### config.mk
export PLATFORM = sky130hd
export DESIGN_NAME = irq_ctrl_flat
export DESIGN_NICKNAME = d
export VERILOG_FILES = /design/src/rtl/irq_ctrl_pkg.sv /design/src/rtl/irq_ctrl_if.sv /design/src/rtl/irq_sync.sv /design/src/rtl/irq_ctrl.sv /design/src/flat_wrapper.sv
export SDC_FILE = /design/constraint.sdc
export NUM_CORES = 1
export LEC_CHECK = 0
export CELL_PAD_IN_SITES_DETAIL_PLACEMENT = 2
export CELL_PAD_IN_SITES_GLOBAL_PLACEMENT = 2
export CORE_MARGIN = 5
export CORE_UTILIZATION = 31
export DETAILED_ROUTE_END_ITERATION = 8
export PLACE_DENSITY = 0.74
export SYNTH_ARGS = -nofsm -noshare
export SYNTH_HDL_FRONTEND = slang
export SYNTH_SLANG_ARGS = --single-unit
export TNS_END_PERCENT = 10
### constraint.sdc
create_clock -name clk -period 1.1 [get_ports clk]
set_input_delay 0.165 -clock clk [delete_from_list [all_inputs] [get_ports clk]]
set_output_delay 0.165 -clock clk [all_outputs]
set_load 0.1 [all_outputs]
### src/rtl/irq_ctrl_pkg.sv
// Shared definitions for the external interrupt controller: register map,
// interrupt vector width and a helper that masks off unimplemented lanes.
package irq_ctrl_pkg;

  localparam int IRQ_VEC_W = 16;

  typedef enum logic [1:0] {
    IRQ_REG_MASK   = 2'd0,
    IRQ_REG_MODE   = 2'd1,
    IRQ_REG_POL    = 2'd2,
    IRQ_REG_SWTRIG = 2'd3
  } irq_reg_e;

  // Bits at or above n are forced to zero in every 16-bit field.
  function automatic logic [IRQ_VEC_W-1:0] lane_mask(input int n);
    logic [IRQ_VEC_W-1:0] m;
    m = '0;
    for (int i = 0; i < IRQ_VEC_W; i++) begin
      if (i < n) m[i] = 1'b1;
    end
    return m;
  endfunction

endpackage

### src/rtl/irq_ctrl_if.sv
// Configuration bus and interrupt pulse vector between the control-register
// write path (master) and the interrupt controller (slave).
interface irq_ctrl_if;
  import irq_ctrl_pkg::*;

  logic                 cfg_wen;
  logic [1:0]           cfg_addr;
  logic [31:0]          cfg_wdata;
  logic [31:0]          cfg_rdata;
  logic [IRQ_VEC_W-1:0] interrupts;

  modport master (output cfg_wen, cfg_addr, cfg_wdata,
                  input  cfg_rdata, interrupts);
  modport slave  (input  cfg_wen, cfg_addr, cfg_wdata,
                  output cfg_rdata, interrupts);
endinterface

### src/rtl/irq_sync.sv
// Multi-stage flop synchronizer for the asynchronous device interrupt lines.
module irq_sync #(
  parameter int NUM_IRQ     = 16,
  parameter int SYNC_STAGES = 2
) (
  input  logic               clk,
  input  logic               rst_n,
  input  logic [NUM_IRQ-1:0] d,
  output logic [NUM_IRQ-1:0] q
);

  logic [SYNC_STAGES-1:0][NUM_IRQ-1:0] sync_q, sync_d;

  always_comb begin
    sync_d = {sync_q[SYNC_STAGES-2:0], d};
  end

  always_ff @(posedge clk or negedge rst_n) begin
    if (!rst_n) sync_q <= '0;
    else        sync_q <= sync_d;
  end

  assign q = sync_q[SYNC_STAGES-1];

endmodule

### src/rtl/irq_ctrl.sv
// External interrupt controller: synchronizes device lines, applies polarity,
// edge/level mode and mask, and drives a registered one-cycle pulse vector.
// Optional per-line pulse holdoff is enabled by defining IRQ_HOLDOFF_EN.
module irq_ctrl
  import irq_ctrl_pkg::*;
#(
  parameter int NUM_IRQ        = 16,
  parameter int SYNC_STAGES    = 2,
  parameter int HOLDOFF_CYCLES = 8
) (
  input  logic               clk,
  input  logic               rst_n,
  input  logic               clk_en,
  input  logic [NUM_IRQ-1:0] irq_in,
  irq_ctrl_if.slave          bus
);

  localparam logic [IRQ_VEC_W-1:0] LANES = lane_mask(NUM_IRQ);

  logic [NUM_IRQ-1:0]   sync_out;
  logic [IRQ_VEC_W-1:0] s, ev, hw, fire, swtrig;
  logic [IRQ_VEC_W-1:0] mask_q, mask_d, mode_q, mode_d, pol_q, pol_d;
  logic [IRQ_VEC_W-1:0] prev_q, prev_d, irq_q, irq_d;
  logic                 wr;
  logic                 unused_wdata;

  irq_sync #(.NUM_IRQ(NUM_IRQ), .SYNC_STAGES(SYNC_STAGES)) u_sync (
    .clk   (clk),
    .rst_n (rst_n),
    .d     (irq_in),
    .q     (sync_out)
  );

  assign s            = (IRQ_VEC_W'(sync_out) ^ pol_q) & LANES;
  assign unused_wdata = ^bus.cfg_wdata[31:16];

`ifdef IRQ_HOLDOFF_EN
  localparam int CW = $clog2(HOLDOFF_CYCLES + 1);
  logic [IRQ_VEC_W-1:0][CW-1:0] cnt_q, cnt_d;
  logic [IRQ_VEC_W-1:0]         def_q, def_d;
`else
  localparam int unused_holdoff = HOLDOFF_CYCLES;
`endif

  always_comb begin
    mask_d = mask_q;
    mode_d = mode_q;
    pol_d  = pol_q;
    swtrig = '0;
    wr     = bus.cfg_wen && clk_en;
    if (wr) begin
      case (irq_reg_e'(bus.cfg_addr))
        IRQ_REG_MASK:   mask_d = bus.cfg_wdata[15:0] & LANES;
        IRQ_REG_MODE:   mode_d = bus.cfg_wdata[15:0] & LANES;
        IRQ_REG_POL:    pol_d  = bus.cfg_wdata[15:0] & LANES;
        IRQ_REG_SWTRIG: swtrig = bus.cfg_wdata[15:0] & LANES;
        default:        swtrig = '0;
      endcase
    end

    // p tracks the post-polarity value, so a polarity flip looks like an edge.
    prev_d = s;
    ev     = (mode_q & s) | (~mode_q & s & ~prev_q);
    hw     = ev & mask_q;

`ifdef IRQ_HOLDOFF_EN
    cnt_d = cnt_q;
    def_d = def_q;
    fire  = '0;
    for (int i = 0; i < IRQ_VEC_W; i++) begin
      if (cnt_q[i] != '0) begin
        cnt_d[i] = cnt_q[i] - CW'(1);
        if (hw[i]) def_d[i] = 1'b1;
      end else if (hw[i] || def_q[i]) begin
        fire[i]  = 1'b1;
        cnt_d[i] = CW'(HOLDOFF_CYCLES);
        def_d[i] = 1'b0;
      end
    end
`else
    fire = hw;
`endif

    irq_d = fire | swtrig;
  end

  always_comb begin
    bus.cfg_rdata = '0;
    case (irq_reg_e'(bus.cfg_addr))
      IRQ_REG_MASK:   bus.cfg_rdata[15:0] = mask_q;
      IRQ_REG_MODE:   bus.cfg_rdata[15:0] = mode_q;
      IRQ_REG_POL:    bus.cfg_rdata[15:0] = pol_q;
      IRQ_REG_SWTRIG: bus.cfg_rdata[15:0] = s;
      default:        bus.cfg_rdata       = '0;
    endcase
  end

  always_ff @(posedge clk or negedge rst_n) begin
    if (!rst_n) begin
      mask_q <= '0;
      mode_q <= '0;
      pol_q  <= '0;
      prev_q <= '0;
      irq_q  <= '0;
`ifdef IRQ_HOLDOFF_EN
      cnt_q  <= '0;
      def_q  <= '0;
`endif
    end else begin
      mask_q <= mask_d;
      mode_q <= mode_d;
      pol_q  <= pol_d;
      prev_q <= prev_d;
      irq_q  <= irq_d;
`ifdef IRQ_HOLDOFF_EN
      cnt_q  <= cnt_d;
      def_q  <= def_d;
`endif
    end
  end

  assign bus.interrupts = irq_q;

endmodule

### src/flat_wrapper.sv
// flat-port wrapper written by rule: the top's interface ports become plain ports
module irq_ctrl_flat import irq_ctrl_pkg::*;
#(
  parameter int NUM_IRQ        = 16,
  parameter int SYNC_STAGES    = 2,
  parameter int HOLDOFF_CYCLES = 8
)
  (clk, rst_n, clk_en, irq_in, bus_cfg_wen, bus_cfg_addr, bus_cfg_wdata, bus_cfg_rdata, bus_interrupts);
  irq_ctrl_if bus_i ();
  input  logic clk;
  input  logic rst_n;
  input  logic clk_en;
  input  logic [NUM_IRQ-1:0] irq_in;
  input wire logic [$bits(bus_i.cfg_wen)-1:0] bus_cfg_wen;
  input wire logic [$bits(bus_i.cfg_addr)-1:0] bus_cfg_addr;
  input wire logic [$bits(bus_i.cfg_wdata)-1:0] bus_cfg_wdata;
  output wire logic [$bits(bus_i.cfg_rdata)-1:0] bus_cfg_rdata;
  output wire logic [$bits(bus_i.interrupts)-1:0] bus_interrupts;
  assign bus_i.cfg_wen = bus_cfg_wen;
  assign bus_i.cfg_addr = bus_cfg_addr;
  assign bus_i.cfg_wdata = bus_cfg_wdata;
  assign bus_cfg_rdata = bus_i.cfg_rdata;
  assign bus_interrupts = bus_i.interrupts;
  irq_ctrl #(.NUM_IRQ(NUM_IRQ), .SYNC_STAGES(SYNC_STAGES), .HOLDOFF_CYCLES(HOLDOFF_CYCLES)) u_core (.clk(clk), .rst_n(rst_n), .clk_en(clk_en), .irq_in(irq_in), .bus(bus_i));
endmodule
==> Word-level counts from Yosys, hierarchy flattened <==
Cells that the tools add are included.
{ "op_classes": {"n_eq_ne": 3, "n_mux": 3, "bitwise_logic": 9, "n_reduce_logical": 5} }
{ "op_table": {"columns": ["operator", "count"], "rows": [
  ["16-bit AND", 4],
  ["16-bit one-hot mux with 4 select lines", 1],
  ["16-bit two-way mux", 2],
  ["16-bit inverter", 2],
  ["16-bit bitwise OR", 2],
  ["16-bit bitwise XOR", 1],
  ["2-bit AND reduction", 3],
  ["2-bit == test, second input constant", 2],
  ["2-bit by 1-bit == test with 1-bit output, second input constant", 1],
  ["2-bit logical NOT", 1],
  ["1-bit logical AND", 1]
]} }
{ "word_totals": {"regBits": 112, "output_inout_bits": 48} }

==> Logic depth before layout (Yosys ltp) <==
Gate-level depths: netlist (run 1).
{ "logic_depth": {"ltp_word": 6, "depth_mapped": 6, "mapped_depth_nobuf": 3} }

==> Hierarchy <==
From an unflattened synthesis (run 1), not the netlist that was laid out.
{ "hier_totals": {"hier_cells": 341, "area_unflattened_um2": 4704.5} }
{ "modules_own_cells": {"columns": ["mod", "n_inst", "cells_per_inst", "area_each_um2", "seq_area_each_um2"], "rows": [
  ["irq_ctrl", 1, 309, 3903.7, 2001.9],
  ["irq_sync", 1, 32, 800.8, 800.8]
]} }

==> Least setup slack after synthesis (run 1) <==
No wires, ideal clock.
{ "synth_timing": {"path_type": "input to output", "start": "in bus_cfg_addr[1]", "end": "out bus_cfg_rdata[5]", "arrival_ns": 2.213, "required_ns": 0.935, "setup_slack_ns": -1.278, "cell_stages": 6, "n_path_buf": 3, "path_cell_list": "buf_6 > buf_6 > buf_2 > nand3_1 > o21ai_0 > a21oi_1"} }
{ "synth_via": {"elab_chain_cells": 2, "elab_cells_between_ends": 5, "cone_classes": "3 x eq/ne; 1 x mux; 1 x reduce/logical"} }
{ "synth_lines": {"columns": ["item", "line", "text"], "rows": [
  ["from (decl)", "flat_wrapper.sv:15", "input wire logic [$bits(bus_i.cfg_addr)-1:0] bus_cfg_addr;"],
  ["2-bit == test (tied with other cells)", "irq_ctrl.sv:89", "case (irq_reg_e'(bus.cfg_addr))"],
  ["16-bit one-hot mux with 4 select lines (*)", "irq_ctrl.sv:89", null],
  ["to (decl)", "flat_wrapper.sv:17", "output wire logic [$bits(bus_i.cfg_rdata)-1:0] bus_cfg_rdata;"]
]} }
Mark *: on every way between the ends. The rest lies on a longest branch, timed or not.

==> Worst setup path after layout (run 1) <==
{ "layout_timing": {"start": "reg u_core.u_sync.sync_q (netlist bit u_core.u_sync.q[2])", "end": "out bus_cfg_rdata[2]"} }
{ "layout_via": {"elab_chain_cells": 2} }
{ "layout_lines": {"columns": ["item", "line", "text"], "rows": [
  ["from (decl)", "irq_sync.sv:12", "logic [SYNC_STAGES-1:0][NUM_IRQ-1:0] sync_q, sync_d;"],
  ["from (signal assigned)", "irq_sync.sv:20", "else sync_q <= sync_d;"],
  ["16-bit bitwise XOR", "irq_ctrl.sv:34", "assign s = (IRQ_VEC_W'(sync_out) ^ pol_q) & LANES;"],
  ["16-bit one-hot mux with 4 select lines", "irq_ctrl.sv:89", null]
]} }
Every way passes these cells.

==> results of run 1 <==
-- worst max-delay path, delay by kind of cell (launching register included) --
family | cells | cell delay (ps)
AO/OA/AOI/OAI | 2 | 240
AND/OR/NAND/NOR | 1 | 110
buffers and inverters | 2 | 340
flip-flops | 1 | 430
-- layout make-up --
type                    count  share of cell area, %
flip-flops and latches    112                  37.21
multi-input cells         213                  31.88
repair buffers            151                  24.01
clock buffers              12                  3.402
well taps                 188                  3.120
clock inverters             4                 0.3817
-- cell usage in the layout (no fill, tap or decap), drive strengths merged --
| cell type | count |
|---|---|
| o2bb2ai | 16 |
| clkinvlp | 2 |
| dlygate4sd2 | 1 |
| nand3 | 16 |
| nor3 | 1 |
| xor2 | 16 |
| a32o | 16 |
| nand2 | 1 |
| clkbuf | 12 |
| nand4b | 2 |
| conb | 16 |
| and4 | 1 |
| clkinv | 2 |
| dfrtp | 112 |
| clkdlybuf4s50 | 33 |
| nor2 | 16 |
| a21oi | 16 |
| dlygate4sd3 | 1 |
| o21ai | 16 |
| buf | 116 |
| mux2 | 64 |
| nand2b | 16 |
-- state kept, by name (all words and copies together), names as in the netlist --
signal / cells
u_core.bus.interrupts: 16
u_core.mask_q: 16
u_core.mode_q: 16
u_core.pol_q: 16
u_core.prev_q: 16
u_core.u_sync.q: 16
u_core.u_sync.sync_d: 16
-- Yosys cell counts --
master,count
dfrtp_1,112
mux2_2,54
buf_4,18
a21oi_1,16
a32o_1,16
nand2b_1,16
nand3_1,16
nor2_1,16
o21ai_0,16
o2bb2ai_1,16
xor2_1,16
mux2_4,10
buf_2,5
buf_6,4
buf_1,2
clkbuf_1,2
and4_1,1
clkbuf_2,1
conb_1,1
nand2_1,1
nand4b_2,1
nand4b_4,1
nor3_4,1
-- per-stage QoR --
| stage | instance area, um^2 | setup TNS (ps) | setup WS (ps) |
|---|---|---|---|
| 3_3_place_gp | 6853 | -30760 | -455.7 |
| 4_1_cts | 7340 | -11050 | -533.9 |
| 2_1_floorplan | 5214 | -8672 | -320.7 |
| 5_1_grt | 7540 | -14140 | -601.2 |
| 3_5_place_dp | 6853 | -33010 | -501.6 |
| 6_report | 7540 | -11950 | -532.8 |
-- per-layer routing --
metal | routed length, um | up-vias | GRT usage, %
li1 | - | 1480 | -
met1 | 5918 | 1724 | 20.11
met2 | 7716 | 57 | 27.77
met3 | 310 | 10 | 2.379
met4 | 208 | 0 | 6.057
met5 | 0 | - | 0
-- power by group --
part	internal (mW)	total [mW]	switching, mW	leakage [nW]
registers	4.85	5.39	0.536	1.34
clock network	1.66	3.20	1.53	0.135
logic	2.89	6.64	3.75	1.79
-- what timing repair did --
action                                  in CTS  in global routing
setup buffers                                4                  5
pin swaps                                   16                 20
gates resized for setup                     34                 36
hold buffers                                 1                  0
endpoints found under the setup margin      96                 95
endpoints found under the hold margin       48                  0
-- how the worst max path moves through the flow --
stage                             startpoint                end  slack [ps]  cells past startpoint
final                     u_core.u_sync.q[2]   bus_cfg_rdata[2]        -530                      5
after floorplan              bus_cfg_addr[1]   bus_cfg_rdata[5]        -320                      6
after global placement           bus_cfg_wen  u_core.mask_q[10]        -460                      5
after detailed placement         bus_cfg_wen   u_core.mask_q[9]        -500                      5
after CTS                    u_core.pol_q[2]   bus_cfg_rdata[2]        -530                      4
after global routing      u_core.u_sync.q[2]   bus_cfg_rdata[2]        -600                      5
-- cell families after synthesis --
group,after synthesis,synth area share [%]
flops,112,59.65
mux,64,16.14
xor+xnor,16,2.983
simple gates,53,6.551
buf+inv,32,4.793
compound gates,64,9.800
other cells,1,0.07982
==> run metrics, run 1 <==
outcome finished, violations left; failing checks setup timing; Max Cap Violations 0; post-synth top area share 59.65%; routed vias/inst 4.810; RSZ-0062 raised after global routing true; Design Power 15.22 mW; GRT overflow 0; Finished Core Util 50.15%; io pins 102; WL final 14150 um; R2R Path End u_core.bus.interrupts[4]; Min Clock Period, post-route 1633 ps; peak supply drop 0.9713 mV; Non-Filler Instances 680; Final #Nets 541; Layout fillers 1378; Multi-input gate area 2404 um^2; Reg area 2805 um^2; placed cells 656; crit start category register; ranking of synthesized cells by area dfrtp_1, mux2_2, a32o_1; layout cells sized above 1 55.69%; slowest CP cell dfrtp_1; period utilisation layout 148.4%; Vias 3271; final slew viol count 0; Pwr Density 2019 nW/um^2; Max stage delay on crit path 430 ps; R2R Path Start u_core.pol_q[4]; Min-Delay Path Class input port to asynchronous set/reset pin; Worst Reg-to-Reg Cells 4; Crit Path Class register to output pin; Starting Density 31.25%; leakage power 3.268 nW; Reg2Reg Setup Slack -100 ps; largest net degree at the start of global routing 38; synth warn 0; # setup viols final 74; crit path capture type output pin; CTS sink count 112; Min Hold Slack 243.5 ps; drt pass-1 iters 4; dominant cell type by area after synthesis dfrtp_1; TritonCTS Buffers 9; Final GP Congestion 0.7565; register area share after synthesis 59.65%; Antenna diodes 0; 1st-iter DRT viols 128; WP data arrival 1470 ps; worst skew pair latency 360 ps; Fin. Hold Viols 0; Die W 133.1 um; core region area 15030 um^2; Rows 45; initial antenna violation count 0; vias in the first global route 3938; post-synthesis register bit count 112; Residual DRC 0; first-pass GRT wire length 22160 um; H-tree depth 3; CTS tree built; IO buf count 69; Wirelength per Cell 20.81 um; post-detailed-route count of antenna-violating nets 0; Post-Syn Area 4698 um^2; CTS Buffer Depth 2; crit-path cells nand3_1, o21ai_1, buf_4, a21oi_4, buf_12; crit path max fanout 3; final clock skew 12.05 ps; setup ws final -532.8 ps; Syn Area/Cell 13.74 um^2; Die H 133.1 um; Netlist cell types 23; Worst Path Required 940 ps; post-DP HPWL 9299 um; Total GRT Usage 15.96%; Synth Instances 342; clk root buf clkbuf_16; die footprint 17720 um^2; clock slew at reported path FFs 70 ps; fmax 0.6124 GHz; area delta synth->final 60.48%
Note: power is estimated with default switching activity, not from simulation.
==> inputs of run 2 (changes only) <==
--- a/config.mk
+++ b/config.mk
@@ -7,7 +7,6 @@
 export LEC_CHECK = 0
 export CELL_PAD_IN_SITES_DETAIL_PLACEMENT = 2
 export CELL_PAD_IN_SITES_GLOBAL_PLACEMENT = 2
-export CORE_MARGIN = 5
 export CORE_UTILIZATION = 31
 export DETAILED_ROUTE_END_ITERATION = 8
 export PLACE_DENSITY = 0.74
==> run 2 against run 1 <==
The run ends with DRC, setup timing left. Non-clock buffer count decreased by 7. Global-route usage rose by 2.4 points. Utilization increased by 0.97 points. Final cell count fell by 1.8%. Count of clock-buffer cells in the layout fell by 1. Clock skew shrank 3.7 ps. Largest cell class unchanged.
==> run metrics, run 2 (synthesis gave the netlist of run 1 again) <==
Crit Path Class register to output pin; area delta synth->final 59.33%; setup ws final -504.8 ps; Residual DRC 2; failing checks DRC, setup timing; Vias 3256; Die H 125.1 um; WL final 13560 um; worst hold start irq_in[5]; fmax 0.6231 GHz; largest net degree at the start of global routing 67; first-pass GRT wire length 21900 um; placed cells 645; Final GP Congestion 0.7337; Non-Filler Instances 668; core region area 14640 um^2; leakage power 3.230 nW; Min Clock Period, post-route 1605 ps; GRT overflow 0; clk root buf clkbuf_16; final clock skew 8.353 ps; WP data arrival 1440 ps; Layout fillers 1309; # setup viols final 25; IO buf count 69; H-tree depth 3; RSZ-0062 raised after global routing true; routed vias/inst 4.874; worst skew pair latency 350 ps; drt pass-1 iters 8; vias in the first global route 3863; Rows 44; Starting Density 32.08%; Antenna diodes 0; Final #Nets 534; Pwr Density 2033 nW/um^2; Worst Path Required 940 ps; final slew viol count 0; die footprint 15650 um^2; Fin. Hold Viols 0; outcome finished, violations left; CTS Buffer Depth 2; Min-Delay Path Class input port to register; commonest non-fill, non-tap cell in the layout dfrtp_1; crit path capture type output pin; Setup Slack @ Placement -689.3 ps; io pins 102; Wirelength per Cell 20.30 um; critical path launch point u_core.pol_q[0]; crit path max fanout 4; R2R Path Start u_core.pol_q[0]; initial antenna violation count 0; layout cells sized above 1 53.72%; TritonCTS Buffers 9; clock slew at reported path FFs 70 ps; crit start category register; post-DP HPWL 9129 um; CTS tree built; Max Cap Violations 0; period utilisation layout 145.9%; Die W 125.1 um; peak supply drop 0.8079 mV; 1st-iter DRT viols 175; Total GRT Usage 18.36%; most frequent cells in the layout dfrtp_1, buf_4, buf_12, mux2_2, clkdlybuf4s50_1; CTS sink count 112; post-detailed-route count of antenna-violating nets 0
==> run 2: cell types whose count changed in the layout (fill, tap and decap cells not counted), sizes merged <==
cell	change
dlygate4sd2	-1
clkdlybuf4s15	+1
bufinv	+1
buf	-7
clkinv	+1
clkinvlp	-2
clkdlybuf4s50	-1
==> run 2: worst paths after layout <==
check / end / slack [ps] / cells past startpoint
worst max-delay path: bus_cfg_rdata[0] / -500 / 4
worst min-delay path: u_core.u_sync.sync_d[21] / 250 / 1
min in group asynchronous: u_core.u_sync.q[1] / 390 / 3
max in group asynchronous: u_core.prev_q[7] / 370 / 3
worst min register to register: u_core.u_sync.q[14] / 350 / 0
worst max register to register: u_core.bus.interrupts[0] / -230 / 5
==> run 2: through the flow <==
| stage | area, um^2 | hold WS, ps | util (%) | power [mW] | TNS (ps) |
|---|---|---|---|---|---|
| after floorplan | 5214 | -130.6 | - | 9.111 | -8672 |
| after global routing | 7486 | 234.2 | 51.12 | 15.84 | -9719 |
| after detailed placement | 6818 | 180.8 | 46.56 | 11.56 | -38240 |
| after global placement | 6818 | 176.4 | 46.56 | 11.30 | -34820 |
| final | 7486 | 245.6 | 51.12 | 15.22 | -8125 |
| after CTS | 7386 | 228.9 | 50.44 | 15.23 | -8280 |
==> run 2: repair_timing <==
| action | 4_1_cts | 5_1_grt |
|---|---|---|
| pin swaps | 22 | 13 |
| gates resized for setup | 46 | 17 |
| hold buffers | 1 | 0 |
| setup buffers | 6 | 3 |
| endpoints found under the hold margin | 112 | 0 |
| setup endpoints to repair | 96 | 58 |
==> run 2: power by group <==
group	total [mW]	internal, mW	switching, mW
clock network	3.29	1.81	1.48
registers	5.38	4.85	0.532
logic	6.55	2.81	3.73
total	15.2	9.47	5.75
==> run 2: area by class of cell <==
cell class,count,area (um^2),share of cell area (%)
tap,184,230.2,3.075
sequential,112,2803,37.44
multi-input combinational,213,2417,32.29
timing repair buffer,144,1748,23.35
clock buffer,11,242.7,3.243
clock inverter,4,45.04,0.6017
==> run 2: critical path, cell delays in order (launching register included) <==
cell	delay (ps)
dfrtp_1	430
mux2_4	300
o2bb2ai_4	140
a21oi_4	50
buf_12	180
==> run 2: per-layer routing <==
| metal | vias to the layer above | track usage [%] | share of wire, % |
|---|---|---|---|
| li1 | 1470 | - | - |
| met1 | 1699 | 22.15 | 42 |
| met2 | 79 | 33.26 | 54 |
| met3 | 8 | 3.979 | 3.4 |
| met4 | 0 | 4.376 | 0.85 |
| met5 | - | 0 | 0 |
==> inputs of run 3 (changes only) <==
--- a/config.mk
+++ b/config.mk
@@ -10,6 +10,7 @@
 export CORE_UTILIZATION = 31
 export DETAILED_ROUTE_END_ITERATION = 8
 export PLACE_DENSITY = 0.74
+export REMOVE_ABC_BUFFERS = 1
 export SYNTH_ARGS = -nofsm -noshare
 export SYNTH_HDL_FRONTEND = slang
 export SYNTH_SLANG_ARGS = --single-unit
==> run 3 against run 2 <==
The run still ends with DRC, setup timing left. Sequential share of layout area rose by 0.90 points. Sequential power increased by 2%. Non-clock buffer count rose by 4. Global-route usage is 1.7 points higher. Count of clock-buffer cells in the layout is the same. Clock skew is 2.7 ps higher. Wire length is 14% higher. Utilization down 1.1 points. Clock power increased by 22%. Sequential cell count unchanged. Fmax fell by 5.3%. Critical path type unchanged.
==> run metrics, run 3 (synthesis gave the netlist of run 1 again) <==
initial antenna violation count 0; routed vias/inst 4.942; die footprint 15650 um^2; dpl cell area 6286 um^2; Max Cap Violations 0; Layout fillers 1337; largest net degree at the start of global routing 56; first-pass GRT wire length 23430 um; clock slew at reported path FFs 80 ps; R2R Path End u_core.bus.interrupts[5]; crit path max fanout 4; WL final 15420 um; Final GP Congestion 0.7053; GRT overflow 0; placed cells 635; core region area 14640 um^2; post-detailed-route count of antenna-violating nets 0; layout cells sized above 1 49.90%; Non-Filler Instances 673; Worst Reg-to-Reg Cells 5; period utilisation layout 154.1%; Pwr Density 2167 nW/um^2; final slew viol count 0; most frequent cells in the layout dfrtp_1, buf_4, mux2_2, buf_12, clkdlybuf4s50_1; Worst Path Required 940 ps; RSZ-0062 raised after global routing true; outcome finished, violations left; Total GRT Usage 20.10%; Multi-input gate area 2210 um^2; post-DP HPWL 8609 um; clk root buf clkbuf_16; Final #Nets 538; Reg area 2809 um^2; Min Hold Slack 186.7 ps; crit path capture type output pin; drt pass-1 iters 8; area delta synth->final 55.93%; peak supply drop 1.566 mV; 1st-iter DRT viols 157; Min Clock Period, post-route 1695 ps; TritonCTS Buffers 9; Die W 125.1 um; CTS sink count 112; io pins 102; CTS Buffer Depth 2; Min-Delay Path Class input port to asynchronous set/reset pin; setup ws final -595.2 ps; H-tree depth 3; Residual DRC 8; Vias 3326; Crit Path Class register to output pin; Die H 125.1 um; Rows 44; fmax 0.5899 GHz; Antenna diodes 0; Starting Density 32.08%; failing checks DRC, setup timing; IO buf count 69; crit start category register; final clock skew 11.06 ps; leakage power 3.208 nW; design area 7326 um^2; # setup viols final 88; Fin. Hold Viols 0; commonest non-fill, non-tap cell in the layout dfrtp_1; WP data arrival 1530 ps; worst skew pair latency 360 ps; vias in the first global route 4041; Wirelength per Cell 22.92 um; R2R Path Start u_core.pol_q[5]; CTS tree built; Reg2Reg Setup Slack -220 ps
[run 3: critical path, cell delays in order, from the launching register on]
cell and delay, ps:
dfrtp_1 420, buf_4 150, nor2_1 190, o2bb2ai_2 160, a21oi_2 70, buf_12 180
[run 3: cell type report]
class,instances,share of cell area (%)
Clock inverter,5,1.759
Sequential cell,112,38.34
Timing Repair Buffer,148,23.42
Multi-Input combinational cell,213,30.16
Tap cell,184,3.143
Clock buffer,11,3.177
[run 3: worst max-delay path by stage]
stage               slack (ps)  depth (start not counted)           endpoint              from
floorplan                -1130                          3  bus_cfg_rdata[11]  u_core.pol_q[11]
global placement          -460                          5   u_core.mask_q[1]       bus_cfg_wen
detailed placement        -530                          6   bus_cfg_rdata[5]   bus_cfg_addr[1]
CTS                       -550                          4   bus_cfg_rdata[0]   u_core.pol_q[0]
global route              -650                          5   bus_cfg_rdata[4]   u_core.pol_q[4]
finish                    -600                          5   bus_cfg_rdata[4]   u_core.pol_q[4]
[run 3: where the power goes]
part	internal, mW	leakage [nW]	switching [mW]	total, mW
clock	2.46	0.174	1.54	4.01
combinational	2.73	1.69	3.66	6.39
sequential	4.86	1.34	0.618	5.47
[run 3: routing by layer]
metal	vias to the layer above	track usage [%]	wire, um
met5	-	0	0
met2	62	37.33	8604
met1	1777	22.95	6242
met3	11	4.493	422
met4	0	5.882	154
li1	1476	-	-
[run 3: per-stage QoR]
step	utilization (%)	TNS (ps)	setup WS, ps	power [mW]
3_5_place_dp	42.93	-35660	-534.8	10.95
4_1_cts	48.76	-13070	-553.8	15.64
3_3_place_gp	42.93	-33100	-463.7	10.70
6_report	50.03	-14200	-595.2	15.87
2_1_floorplan	-	-19370	-1129	8.512
5_1_grt	50.03	-17420	-654.5	16.47
[run 3: timing repair]
item                       CTS  global route
setup buffers               19             3
pin swaps                   22            17
resized for setup           69            31
setup endpoints to repair   96            97
hold buffers                 1             0
hold endpoints to repair   112             0
